===== config.mk =====
export PLATFORM = sky130hd
export DESIGN_NAME = cache_mem_arbiter
export DESIGN_NICKNAME = d
export VERILOG_FILES = /design/src/rtl/cache_mem_arbiter.sv
export SDC_FILE = /design/constraint.sdc
export NUM_CORES = 1
export LEC_CHECK = 0
export ABC_AREA = 0
export ABC_CLOCK_PERIOD_IN_PS = 4600
export BUFFER_PORTS_ARGS = -buffer_cell sky130_fd_sc_hd__buf_2
export CAP_MARGIN = 5
export CORE_AREA = 2 2 364 366
export CTS_BUF_LIST = sky130_fd_sc_hd__clkbuf_4 sky130_fd_sc_hd__clkbuf_8
export DETAILED_ROUTE_END_ITERATION = 16
export DIE_AREA = 0 0 366 368
export PLACE_DENSITY = 0.3
export SYNTH_ARGS = -nofsm -noshare
export SYNTH_HDL_FRONTEND = slang
export SYNTH_SLANG_ARGS = --single-unit

===== constraint.sdc =====
create_clock -name clk -period 4.6 [get_ports clk]
set_input_delay 0 -clock clk [delete_from_list [all_inputs] [get_ports clk]]
set_output_delay 0 -clock clk [all_outputs]
set_load 0.005 [all_outputs]

===== src/rtl/cache_mem_arbiter.sv =====
// rtl/cache_mem_arbiter.sv - two-requester cache-to-memory arbiter
// One transaction in flight at a time; read data is broadcast and only the strobe is steered.
module cache_mem_arbiter #(
  parameter bit RR_EN = 1'b1
) (
  input  logic         clk,
  input  logic         rst_n,
  input  logic [25:0]  i_s0_addr,
  input  logic [127:0] i_s0_writedata,
  input  logic         i_s0_read,
  input  logic         i_s0_write,
  output logic [127:0] o_s0_readdata,
  output logic         o_s0_readdata_valid,
  output logic         o_s0_waitrequest,
  input  logic [25:0]  i_s1_addr,
  input  logic [127:0] i_s1_writedata,
  input  logic         i_s1_read,
  input  logic         i_s1_write,
  output logic [127:0] o_s1_readdata,
  output logic         o_s1_readdata_valid,
  output logic         o_s1_waitrequest,
  output logic [25:0]  o_m_addr,
  output logic [127:0] o_m_writedata,
  output logic         o_m_read,
  output logic         o_m_write,
  output logic [3:0]   o_m_byte_en,
  input  logic [127:0] i_m_readdata,
  input  logic         i_m_readdata_valid,
  input  logic         i_m_waitrequest,
  output logic [31:0]  cnt_grant0,
  output logic [31:0]  cnt_grant1
);

  typedef enum logic [1:0] {IDLE, CMD, RDWAIT} state_t;

  state_t      state;
  logic        owner;
  logic        last_served;
  logic [31:0] cnt0_q;
  logic [31:0] cnt1_q;

  logic s0_req, s1_req, winner;
  logic own_rd, own_wr;
  logic in_cmd, in_rdwait;

  assign s0_req    = i_s0_read | i_s0_write;
  assign s1_req    = i_s1_read | i_s1_write;
  assign own_rd    = owner ? i_s1_read  : i_s0_read;
  assign own_wr    = owner ? i_s1_write : i_s0_write;
  // Gated by reset so the memory port is quiet even before the first reset edge lands.
  assign in_cmd    = (state == CMD)    && !rst_n;
  assign in_rdwait = (state == RDWAIT) && !rst_n;

  always_comb begin
    winner = s1_req;
    if (RR_EN && s0_req && s1_req)
      winner = ~last_served;
  end

  assign o_m_addr      = owner ? i_s1_addr      : i_s0_addr;
  assign o_m_writedata = owner ? i_s1_writedata : i_s0_writedata;
  assign o_m_read      = in_cmd & own_rd;
  assign o_m_write     = in_cmd & own_wr & ~own_rd;
  assign o_m_byte_en   = 4'b1111;

  assign o_s0_waitrequest    = (in_cmd && !owner) ? i_m_waitrequest : 1'b1;
  assign o_s1_waitrequest    = (in_cmd &&  owner) ? i_m_waitrequest : 1'b1;
  assign o_s0_readdata_valid = in_rdwait & ~owner & i_m_readdata_valid;
  assign o_s1_readdata_valid = in_rdwait &  owner & i_m_readdata_valid;
  assign o_s0_readdata       = i_m_readdata;
  assign o_s1_readdata       = i_m_readdata;

  assign cnt_grant0 = cnt0_q;
  assign cnt_grant1 = cnt1_q;

  always_ff @(posedge clk) begin
    if (rst_n) begin
      state       <= IDLE;
      owner       <= 1'b0;
      last_served <= 1'b1;
      cnt0_q      <= 32'd0;
      cnt1_q      <= 32'd0;
    end else begin
      case (state)
        IDLE: begin
          if (s0_req || s1_req) begin
            owner <= winner;
            state <= CMD;
          end
        end
        CMD: begin
          if (!(own_rd || own_wr)) begin
            state <= IDLE;
          end else if (!i_m_waitrequest) begin
            if (own_rd) begin
              state <= RDWAIT;
            end else begin
              state       <= IDLE;
              last_served <= owner;
              if (owner) cnt1_q <= cnt1_q + 32'd1;
              else       cnt0_q <= cnt0_q + 32'd1;
            end
          end
        end
        RDWAIT: begin
          if (i_m_readdata_valid) begin
            state       <= IDLE;
            last_served <= owner;
            if (owner) cnt1_q <= cnt1_q + 32'd1;
            else       cnt0_q <= cnt0_q + 32'd1;
          end
        end
        default: state <= IDLE;
      endcase
    end
  end

endmodule


==> summary.md, run 1 <==
| Metric | Value |
|---|---|
| Post-synth ARST share | 0 |
| Final wirelength | ~50000 µm |
| Area of the multi-input gates | ~3600 µm² |
| WP data arrival | just over 3000 ps |
| Synth top area share | 0.276 |
| Total congestion overflow | 0 |
| Tmin final | between 3000 and 4000 ps |
| Die Span X | between 300 and 400 µm |
| Worst path required time | 4600 ps |
| Placed cell count | between 2k and 3k |
| Pleak | just under 4 nW |
| Setup-failing EPs final | 0 |
| Part of the Yosys area used for sequential elements | 0.193 |
| Fill cells | around 15k |
| TritonCTS Sinks | between 60 and 70 |
| Port buffer count | around 540 |
| Critical path class | flip-flop to output port |
| Ys flop type | dfxtp_1 |
| Boundary Pins | about 930 |
| CTS buffer count | 9 |
| Vias | between 6k and 7k |
| Clk_skew | ~12 ps |
| Vias in the first global route | around 7.1k |
| Sequential cell area | around 1400 µm² |
| CTS clk-pin slew, worst paths | approximately 80 ps |
| Rel. slew slack | 0.314 |
| Top cells by area, synth | buf_4 (28%), mux2_2 (25%), dfxtp_1 (19%), nor2_1 (3.2%), xnor2_1 (3.1%) |
| Clk_lat worst skew | approximately 400 ps |
| Final hold violation count | 0 |
| Die Height | 368 µm |
| Hold WC Path Type | input pin to output port |
| Sum Neg Setup Slack | 0 ps |
| # rows | about 130 |
| P&R area growth vs syn | 44.4% |
| Most frequent cell after synthesis | buf_4 |
| Die ar. | around 130000 µm² |
| Number of nets in the layout | 1545 |
| Peak VDD IR | around 120 µV |
| Core area | 131000 µm² |
| CTS tree | built |
| Syn Area/Cell | 8.51 µm² |
| Post-Syn Area | between 7000 and 8000 µm² |
| CP max FO | 76 |
| Run status | finished, final reports clean |
| Layout Cells excl Fill | between 2k and 3k |
| Largest net degree at the start of global routing | 77 |
| Share of cells above drive strength 1 | 0.657 |
| Synth area leader | buf_4 |
| First-pass GRT wire length | approximately 65000 µm |
| Clock tree buffer depth | 2 |
| Final number of max-transition violations | 0 |
| Netlist cell types | 43 |
| All-layer global routing usage | 0.0709 |
| PD cells | 170 nW/µm² |
| Drt via density | about 2.4 |
| Setup bufs post-CTS | 0 |
| Iter 0 DRT Violations | 252 |
| Fmax | approximately 320 MHz |
| Yosys warns | 0 |
| Period utilisation layout | 0.671 |
| RSZ-0062 raised after global routing | no |
| Detailed Routing Iterations Pass 1 | 4 |
| Clk Tree Root Cell | clkbuf_8 |
| Post-synth EDFFs | 0 |
| Post-synth top cells | buf_4 (260), mux2_2 (156), dfxtp_1 (68) |
| Cells after synthesis | 830 |
| DRC | 0 |
| H-tree levels | 3 |
| Slew @ Worst Pin | about 1000 ps |
| Crit start category | flip-flop |
| Initial Utilization | 0.0540 |
| Worst setup EP type | output port |
| Routed Antenna Nets | 0 |
| Initial antenna violation count | 16 |
| Dpl hpwl | around 45000 µm |
| Wire per inst | between 15 and 20 µm |
| GPL Wtd Cong | 0.794 |
| Max-cap viol count | 0 |
| Yosys reg bits | slightly below 70 |
-- metal layers --
layer  up-vias  GRT usage  part of all wire  wire length, µm
li1       3171          -                 -                -
met1      3100     0.0652              0.31            15600
met2       574      0.120              0.47            23500
met3        93     0.0555              0.18             9080
met4        10     0.0206             0.027             1360
met5         -          0            0.0012               60
-- final timing paths --
| check | startpoint | endpoint | slack, ps | cells after the start |
|---|---|---|---|---|
| hold / removal | i_m_readdata[75] | o_s1_readdata[75] | 0.004 | 0 |
| setup / recovery | owner | o_m_writedata[33] | 1510 | 4 |
| hold reg to reg | cnt_grant1[31] | cnt_grant1[31] | 500 | 2 |
| setup reg to reg | owner | cnt_grant0[26] | 1630 | 5 |
-- cells in the final DEF (no fill, tap or decap), drive strengths merged, types with 3 or more instances in the layout --
master / Yosys / final
clkinv: 0 / 3
and4: 5 / 5
o31ai: 4 / 4
diode: 0 / 6
xnor2: 25 / 25
a21oi: 18 / 18
clkbuf: 29 / 9
inv: 3 / 4
o41ai: 4 / 4
nand4: 22 / 22
and3: 4 / 4
mux2i: 3 / 3
nand2: 28 / 28
nand2b: 3 / 3
buf: 267 / 547
nor3: 15 / 15
or3: 13 / 13
or4: 6 / 6
mux2: 156 / 156
nand3: 21 / 21
o21ai: 11 / 11
nor2: 61 / 61
dfxtp: 68 / 68
nor4: 13 / 13
nor4b: 7 / 7
dlygate4sd3: 0 / 4
xor2: 20 / 20
conb: 1 / 4
-- critical path, stage by stage (launching register included) --
cell and delay (ps):
dfxtp_4 510, buf_4 550, buf_4 860, mux2_2 480, buf_2 150
-- logic make-up (layout without fill, tap and decap cells) --
family	count (synthesis)	in the layout	synth area share
and+or+nand+nor	212	212	0.159
DFF	68	68	0.193
buffers and inverters	299	570	0.297
xor gates and xnor gates	45	45	0.0558
other	1	10	0.000531
AOI/OAI and AO/OA	44	44	0.0388
adders and majority gates	2	2	0.00354
muxes	159	159	0.253
-- where the power goes --
part	switching [W]	total (W)	internal [W]
clock	0.000277	0.000524	0.000247
combinational	0.000304	0.000611	0.000306
sequential	0.00000844	0.000600	0.000591
-- cell type report --
| cell class | instances | share of cell area |
|---|---|---|
| antenna | 6 | 0.00147 |
| tap | 1755 | 0.215 |
| clock inverter | 7 | 0.00650 |
| sequential | 68 | 0.134 |
| clock buffer | 9 | 0.0121 |
| inverter | 3 | 0.00110 |
| multi-input combinational | 466 | 0.356 |
| timing repair buffer | 551 | 0.274 |
-- through the flow --
step	util	setup slack (ps)	cell area, µm²	hold slack [ps]	total power (W)
after floorplan	-	2340	7080	80.8	0.00102
after global placement	0.0762	1560	9960	0.0507	0.00125
after detailed placement	0.0762	1600	9960	0.0507	0.00125
after CTS	0.0779	1360	10200	0.0507	0.00182
after global routing	0.0780	1230	10200	0.0116	0.00187
final	0.0780	1510	10200	0.00360	0.00173
-- state kept, by name, summed over array words and instances (netlist names) --
register / count
cnt_grant0: 32
cnt_grant1: 32
state: 2
last_served: 1
owner: 1
-- repair_timing --
| action | 4_1_cts | 5_1_grt |
|---|---|---|
| hold buffers | 4 | 0 |
| endpoints found under the hold margin | 3 | 0 |
| endpoints found under the setup margin | 0 | 0 |
| resized for setup | 0 | 0 |
No activity file was read; power rests on OpenSTA's default activity.
==> run 2, diff against run 1 <==
--- a/config.mk
+++ b/config.mk
@@ -6,14 +6,14 @@
 export NUM_CORES = 1
 export LEC_CHECK = 0
 export ABC_AREA = 0
-export ABC_CLOCK_PERIOD_IN_PS = 4600
+export ABC_CLOCK_PERIOD_IN_PS = 3000
 export BUFFER_PORTS_ARGS = -buffer_cell sky130_fd_sc_hd__buf_2
 export CAP_MARGIN = 5
-export CORE_AREA = 2 2 364 366
+export CORE_AREA = 2 2 359 361
 export CTS_BUF_LIST = sky130_fd_sc_hd__clkbuf_4 sky130_fd_sc_hd__clkbuf_8
 export DETAILED_ROUTE_END_ITERATION = 16
-export DIE_AREA = 0 0 366 368
-export PLACE_DENSITY = 0.3
+export DIE_AREA = 0 0 361 363
+export PLACE_DENSITY = 0.31
 export SYNTH_ARGS = -nofsm -noshare
 export SYNTH_HDL_FRONTEND = slang
 export SYNTH_SLANG_ARGS = --single-unit
==> constraint.sdc (replaced) <==
create_clock -name clk -period 3 [get_ports clk]
set_input_delay 0 -clock clk [delete_from_list [all_inputs] [get_ports clk]]
set_output_delay 0 -clock clk [all_outputs]
set_load 0.005 [all_outputs]
==> summary.md, run 2 (synthesis gave the netlist of run 1 again) <==
| Metric | Value |
|---|---|
| CTS buffer count | 9 (unchanged) |
| Critical path's top delay family | compound AO/OA/AOI/OAI gates |
| PD cells | 253 nW/µm² (+49%) |
| Iter 0 DRT Violations | 227 (-9.9%) |
| Final wirelength | 46900 µm (-5.5%) |
| Critical path class | flip-flop to flip-flop |
| # rows | 131 (-1.5%) |
| Total Power | 0.00258 W (+49%) |
| Fin area | 10200 µm² (about the same) |
| Stages on the worst setup path | 6 (+2) |
| Commonest non-fill, non-tap cell in the layout | buf_2 |
| CP cell instances | mux2_2 -> o41a_1 -> buf_4 -> nor4_1 -> a21boi_0 -> o21ba_2 |
| Fill cells | 15.0k (-3.4%) |
| Sum Neg Setup Slack | 0 ps (unchanged) |
| Pleak | 4.00 nW (+2.2%) |
| Initial Utilization | 0.0556 (+0.00160) |
| Period utilisation layout | 0.871 |
| TritonCTS Sinks | 68 (unchanged) |
| Setup bufs post-CTS | 0 (unchanged) |
| Boundary Pins | 928 (unchanged) |
| CTS tree | built |
| WP data arrival | 2920 ps (-170 ps) |
| Clock tree buffer depth | 2 (unchanged) |
| Worst setup margin | 387 ps (-1130 ps) |
| Dpl cell area | 10000 µm² (+0.44%) |
| Total congestion overflow | 0 (unchanged) |
| Drt via density | 2.49 (+2.7%) |
| Clk_lat worst skew | 420 ps (+20 ps) |
| Die ar. | 131000 µm² (-2.7%) |
| Largest net degree at the start of global routing | 125 (+62%) |
| CP max stage delay | 600 ps (-260 ps) |
| Vias in the first global route | 6990 (-1.4%) |
| Core area | 127000 µm² (-2.9%) |
| Max-cap viol count | 0 (unchanged) |
| Initial antenna violation count | 17 (+1) |
| RSZ-0062 raised after global routing | no |
| DRC | 0 (unchanged) |
| Worst path required time | 3300 ps (-1300 ps) |
| GPL Wtd Cong | 0.847 (+6.7%) |
| Die Span X | 361 µm (-1.4%) |
| Final number of max-transition violations | 0 (unchanged) |
| Clk_skew | 15.2 ps (+3.29 ps) |
| Hold WC Path Type | input pin to output port |
| Share of cells above drive strength 1 | 0.662 (+0.00550) |
| CP max FO | 21 (-72%) |
| Tmin final | roughly 2600 ps |
| H-tree levels | 3 (unchanged) |
| Crit start category | flip-flop |
| Fmax | between 300 and 400 MHz |
| Detailed Routing Iterations Pass 1 | 4 (unchanged) |
| Slowest-stage cell, CP | o41a_1 |
| Register-to-Register Path Depth | 6 (+1) |
| Die Height | 363 µm (-1.4%) |
| All-layer global routing usage | 0.0682 (-0.00269) |
| P&R area growth vs syn | 44.4% (about the same) |
| Rel. slew slack | 0.392 (+0.0781) |
| Wire per inst | 16.8 µm (-2.8%) |
| Peak VDD IR | 148 µV (+25%) |
| Pre-CTS setup slack | 283 ps (-1310 ps) |
| Hold path depth | 0 (unchanged) |
| First-pass GRT wire length | 60700 µm (-6.2%) |
| Run status | finished, final reports clean |
| Clk Tree Root Cell | clkbuf_8 |
| Final hold violation count | 0 (unchanged) |
| Worst setup EP type | flip-flop |
| Vias | 6937 (-0.16%) |
| Routed Antenna Nets | 0 (unchanged) |
| Number of nets in the layout | 1562 (+1.1%) |
| Dpl hpwl | 41800 µm (-7.2%) |
| Setup-failing EPs final | 0 (unchanged) |
| Port buffer count | 539 (unchanged) |
| Slew @ Worst Pin | 911 ps (-117 ps) |
| CTS clk-pin slew, worst paths | 80 ps (about the same) |
| WP buf/inv | 1 (-2) |
| Leading cell types in the layout, fill and taps excluded | buf_2 (539), mux2_2 (156), dfxtp_1 (67) |
[run 2: final timing paths]
check | from | endpoint | slack [ps]
max | owner | cnt_grant0[29] | 390
min | i_m_readdata[82] | o_s1_readdata[82] | 0.002
max reg2reg | owner | cnt_grant0[29] | 390
min reg2reg | last_served | last_served | 490
[run 2: layout make-up]
| type | instances | area (µm²) | share of cell area |
|---|---|---|---|
| diodes | 3 | 7.51 | 0.000736 |
| clock buffers | 11 | 145 | 0.0142 |
| clock inverters | 3 | 15.0 | 0.00147 |
| inverters | 3 | 11.3 | 0.00110 |
| multi-input cells | 466 | 3630 | 0.356 |
| flip-flops and latches | 68 | 1370 | 0.134 |
| well taps | 1662 | 2080 | 0.204 |
| repair buffers | 568 | 2950 | 0.289 |
[run 2: routing by layer]
layer	global-route usage	routed length [µm]
met1	0.0680	16700
met2	0.110	21000
met3	0.0492	7590
met4	0.0245	1590
met5	0	11
[run 2: worst reg2reg max path, delay by kind of cell (launching register included)]
| family | cells | cell delay (ps) |
|---|---|---|
| buf+inv | 1 | 300 |
| simple gates | 1 | 470 |
| compound gates | 3 | 1000 |
| flops | 1 | 350 |
| mux | 1 | 400 |
[run 2: power by group]
group / internal, W / switching (W) / leakage [nW] / total, W
clock network: 0.000318 / 0.000427 / 0.0882 / 0.000745
logic: 0.000477 / 0.000444 / 3.36 / 0.000921
registers: 0.000907 / 0.00000594 / 0.549 / 0.000913
total: 0.00170 / 0.000877 / 4.00 / 0.00258
[run 2: repair_timing]
action                    CTS  global route
hold endpoints to repair    2             0
resized for setup           0             0
hold buffers                3             0
[run 2: through the flow]
stage | instances | hold slack [ps] | utilization
final | 2784 | 0.00218 | 0.0803
after global placement | 2764 | 0.0512 | 0.0788
after detailed placement | 2764 | 0.0512 | 0.0788
after CTS | 2781 | 0.0512 | 0.0803
after floorplan | 833 | 80.8 | -
after global routing | 2784 | 0.0125 | 0.0803
==> run 3, diff against run 2 <==
--- a/config.mk
+++ b/config.mk
@@ -10,7 +10,7 @@
 export BUFFER_PORTS_ARGS = -buffer_cell sky130_fd_sc_hd__buf_2
 export CAP_MARGIN = 5
 export CORE_AREA = 2 2 359 361
-export CTS_BUF_LIST = sky130_fd_sc_hd__clkbuf_4 sky130_fd_sc_hd__clkbuf_8
+export CTS_BUF_LIST = sky130_fd_sc_hd__clkbuf_16
 export DETAILED_ROUTE_END_ITERATION = 16
 export DIE_AREA = 0 0 361 363
 export PLACE_DENSITY = 0.31
==> summary.md, run 3 (synthesis gave the netlist of run 1 again) <==
| Metric | Value |
|---|---|
| Fmax | 368 MHz (-3.7%) |
| Clock Power Share | 0.352 (+0.063) |
| Clk_lat worst skew | 370 ps (-50 ps) |
| CP max stage delay | 660 ps (+60 ps) |
| Slew @ Worst Pin | 904 ps (-7.31 ps) |
| TritonCTS Sinks | 68 (unchanged) |
| Die Span X | 361 µm (unchanged) |
| Sum Neg Setup Slack | 0 ps (unchanged) |
| Switching power | 0.000908 W (+3.5%) |
| Dpl hpwl | 41800 µm (unchanged) |
| Clk_skew | 6.80 ps (-8.36 ps) |
| Number of nets in the layout | 1562 (unchanged) |
| H-tree levels | 3 (unchanged) |
| Initial antenna violation count | 15 (-2) |
| Largest net degree at the start of global routing | 125 (unchanged) |
| Reg2reg start | owner |
| Clk Tree Root Cell | clkbuf_16 |
| Drt via density | 2.49 (about the same) |
| Worst setup EP type | flip-flop |
| Switch share | 0.321 (-0.0195) |
| Total congestion overflow | 0 (unchanged) |
| Run status | finished, final reports clean |
| Share of cells above drive strength 1 | 0.660 (-0.00179) |
| Detailed Routing Iterations Pass 1 | 4 (unchanged) |
| Resized Gates After CTS | 0 (unchanged) |
| Layout Cells excl Fill | 2784 (unchanged) |
| Total Power | 0.00283 W (+9.8%) |
| Iter 0 DRT Violations | 216 (-4.8%) |
| First-pass GRT wire length | 60700 µm (about the same) |
| Pre-CTS setup slack | 283 ps (unchanged) |
| Hold WC Path Type | input pin to output port |
| Wire per inst | 16.9 µm (+0.11%) |
| Peak VDD IR | 183 µV (+24%) |
| DRC | 0 (unchanged) |
| Placed cell count | 2764 (unchanged) |
| Port buffer count | 539 (unchanged) |
| CTS tree | built |
| Worst path required time | 3260 ps (-40 ps) |
| # rows | 131 (unchanged) |
| Worst setup margin | 286 ps (-101 ps) |
| Vias | 6932 (-0.072%) |
| Routed Antenna Nets | 0 (unchanged) |
| Boundary Pins | 928 (unchanged) |
| Worst min-delay path startpoint | i_m_readdata[82] |
| Critical path class | flip-flop to flip-flop |
| P&R area growth vs syn | 45.6% |
| Max-cap viol count | 0 (unchanged) |
| Final wirelength | 47000 µm (+0.11%) |
| CP Launch Point | owner |
| All-layer global routing usage | 0.0683 (about the same) |
| Slowest-stage cell, CP | o41a_1 |
| Setup bufs post-CTS | 0 (unchanged) |
| Internal | 0.00192 W (+13%) |
| GPL Wtd Cong | 0.847 (unchanged) |
| Setup-failing EPs final | 0 (unchanged) |
| Commonest non-fill, non-tap cell in the layout | buf_2 |
| Leading cell types in the layout, fill and taps excluded | buf_2 (539), mux2_2 (156), dfxtp_1 (67) |
| RSZ-0062 raised after global routing | no |
| Die ar. | 131000 µm² (unchanged) |
| Period utilisation layout | 0.905 (+0.0336) |
| Rel. slew slack | 0.397 (+0.00488) |
| CP cell instances | mux2_2 -> o41a_1 -> buf_4 -> nor4_1 -> a21boi_0 -> o21ba_2 |
| Fill cells | 15.0k (-0.013%) |
| Final number of max-transition violations | 0 (unchanged) |
| Core area | 127000 µm² (unchanged) |
| Hold buffers post-CTS | 3 (unchanged) |
| PD cells | 275 nW/µm² (+8.9%) |
| Tmin final | 2710 ps (+101 ps) |
| CTS clk-pin slew, worst paths | 60 ps (-20 ps) |
| Initial Utilization | 0.0556 (unchanged) |
| Logic pwr share | 0.325 (-0.032) |
| Crit start category | flip-flop |
| Die Height | 363 µm (unchanged) |
| Vias in the first global route | 6996 (+0.086%) |
| CTS buffer count | 9 (unchanged) |
| Flop pwr share | 0.323 (-0.031) |
| CP max FO | 21 (unchanged) |
| Clock tree buffer depth | 2 (unchanged) |
| WP data arrival | 2970 ps (+50 ps) |
| Final hold violation count | 0 (unchanged) |
| Pleak | 4.04 nW (+1.0%) |
| Util after Layout | 0.0810 (+0.000689) |
[run 3: cell types whose count changed in the layout (fill, tap and decap cells not counted), sizes merged]
| cell | previous run | this run |
|---|---|---|
| clkbuf | 11 | 9 |
| clkinv | 3 | 4 |
| inv | 3 | 4 |
[run 3: worst paths after layout]
| path | endpoint | slack [ps] | cells past startpoint |
|---|---|---|---|
| min | o_s1_readdata[82] | 0.002 | 0 |
| max | cnt_grant0[29] | 290 | 6 |
| min reg2reg | last_served | 480 | 2 |
| max reg2reg | cnt_grant0[29] | 290 | 6 |
[run 3: per-layer routing]
| metal | vias to the layer above | share of wire | global-route usage |
|---|---|---|---|
| met5 | - | 0.00023 | 0 |
| met4 | 2 | 0.034 | 0.0245 |
| met3 | 88 | 0.17 | 0.0492 |
| met2 | 575 | 0.45 | 0.110 |
| met1 | 3079 | 0.35 | 0.0680 |
| li1 | 3188 | - | - |
[run 3: critical path, delay by kind of cell, from the launching register on]
kind            cells  cell delay, ps
compound gates      3            1040
buf+inv             1             330
flops               1             340
mux                 1             400
simple gates        1             480
[run 3: through the flow]
stage                     hold WS [ps]  area (µm²)
after floorplan                   80.8        7080
after global placement          0.0512       10000
after detailed placement        0.0512       10000
after CTS                       0.0512       10300
after global routing            0.0125       10300
final                          0.00216       10300
[run 3: final cells by class]
| cell class | instances | area [µm²] | share of cell area |
|---|---|---|---|
| antenna | 3 | 7.51 | 0.000730 |
| clock buffer | 9 | 225 | 0.0219 |
| clock inverter | 5 | 22.5 | 0.00219 |
| inverter | 3 | 11.3 | 0.00109 |
| multi-input combinational | 466 | 3630 | 0.353 |
| sequential | 68 | 1370 | 0.133 |
| tap | 1662 | 2080 | 0.202 |
| timing repair buffer | 568 | 2950 | 0.286 |
[run 3: power by group through the flow]
stage	clock (W)	sequential, W	combinational (W)
after global placement	0	0.000934	0.000948
after global routing	0.00110	0.000915	0.00100
after CTS	0.00108	0.000914	0.000953
after floorplan	0	0.000934	0.000636
final	0.000997	0.000914	0.000922
after detailed placement	0	0.000934	0.000944
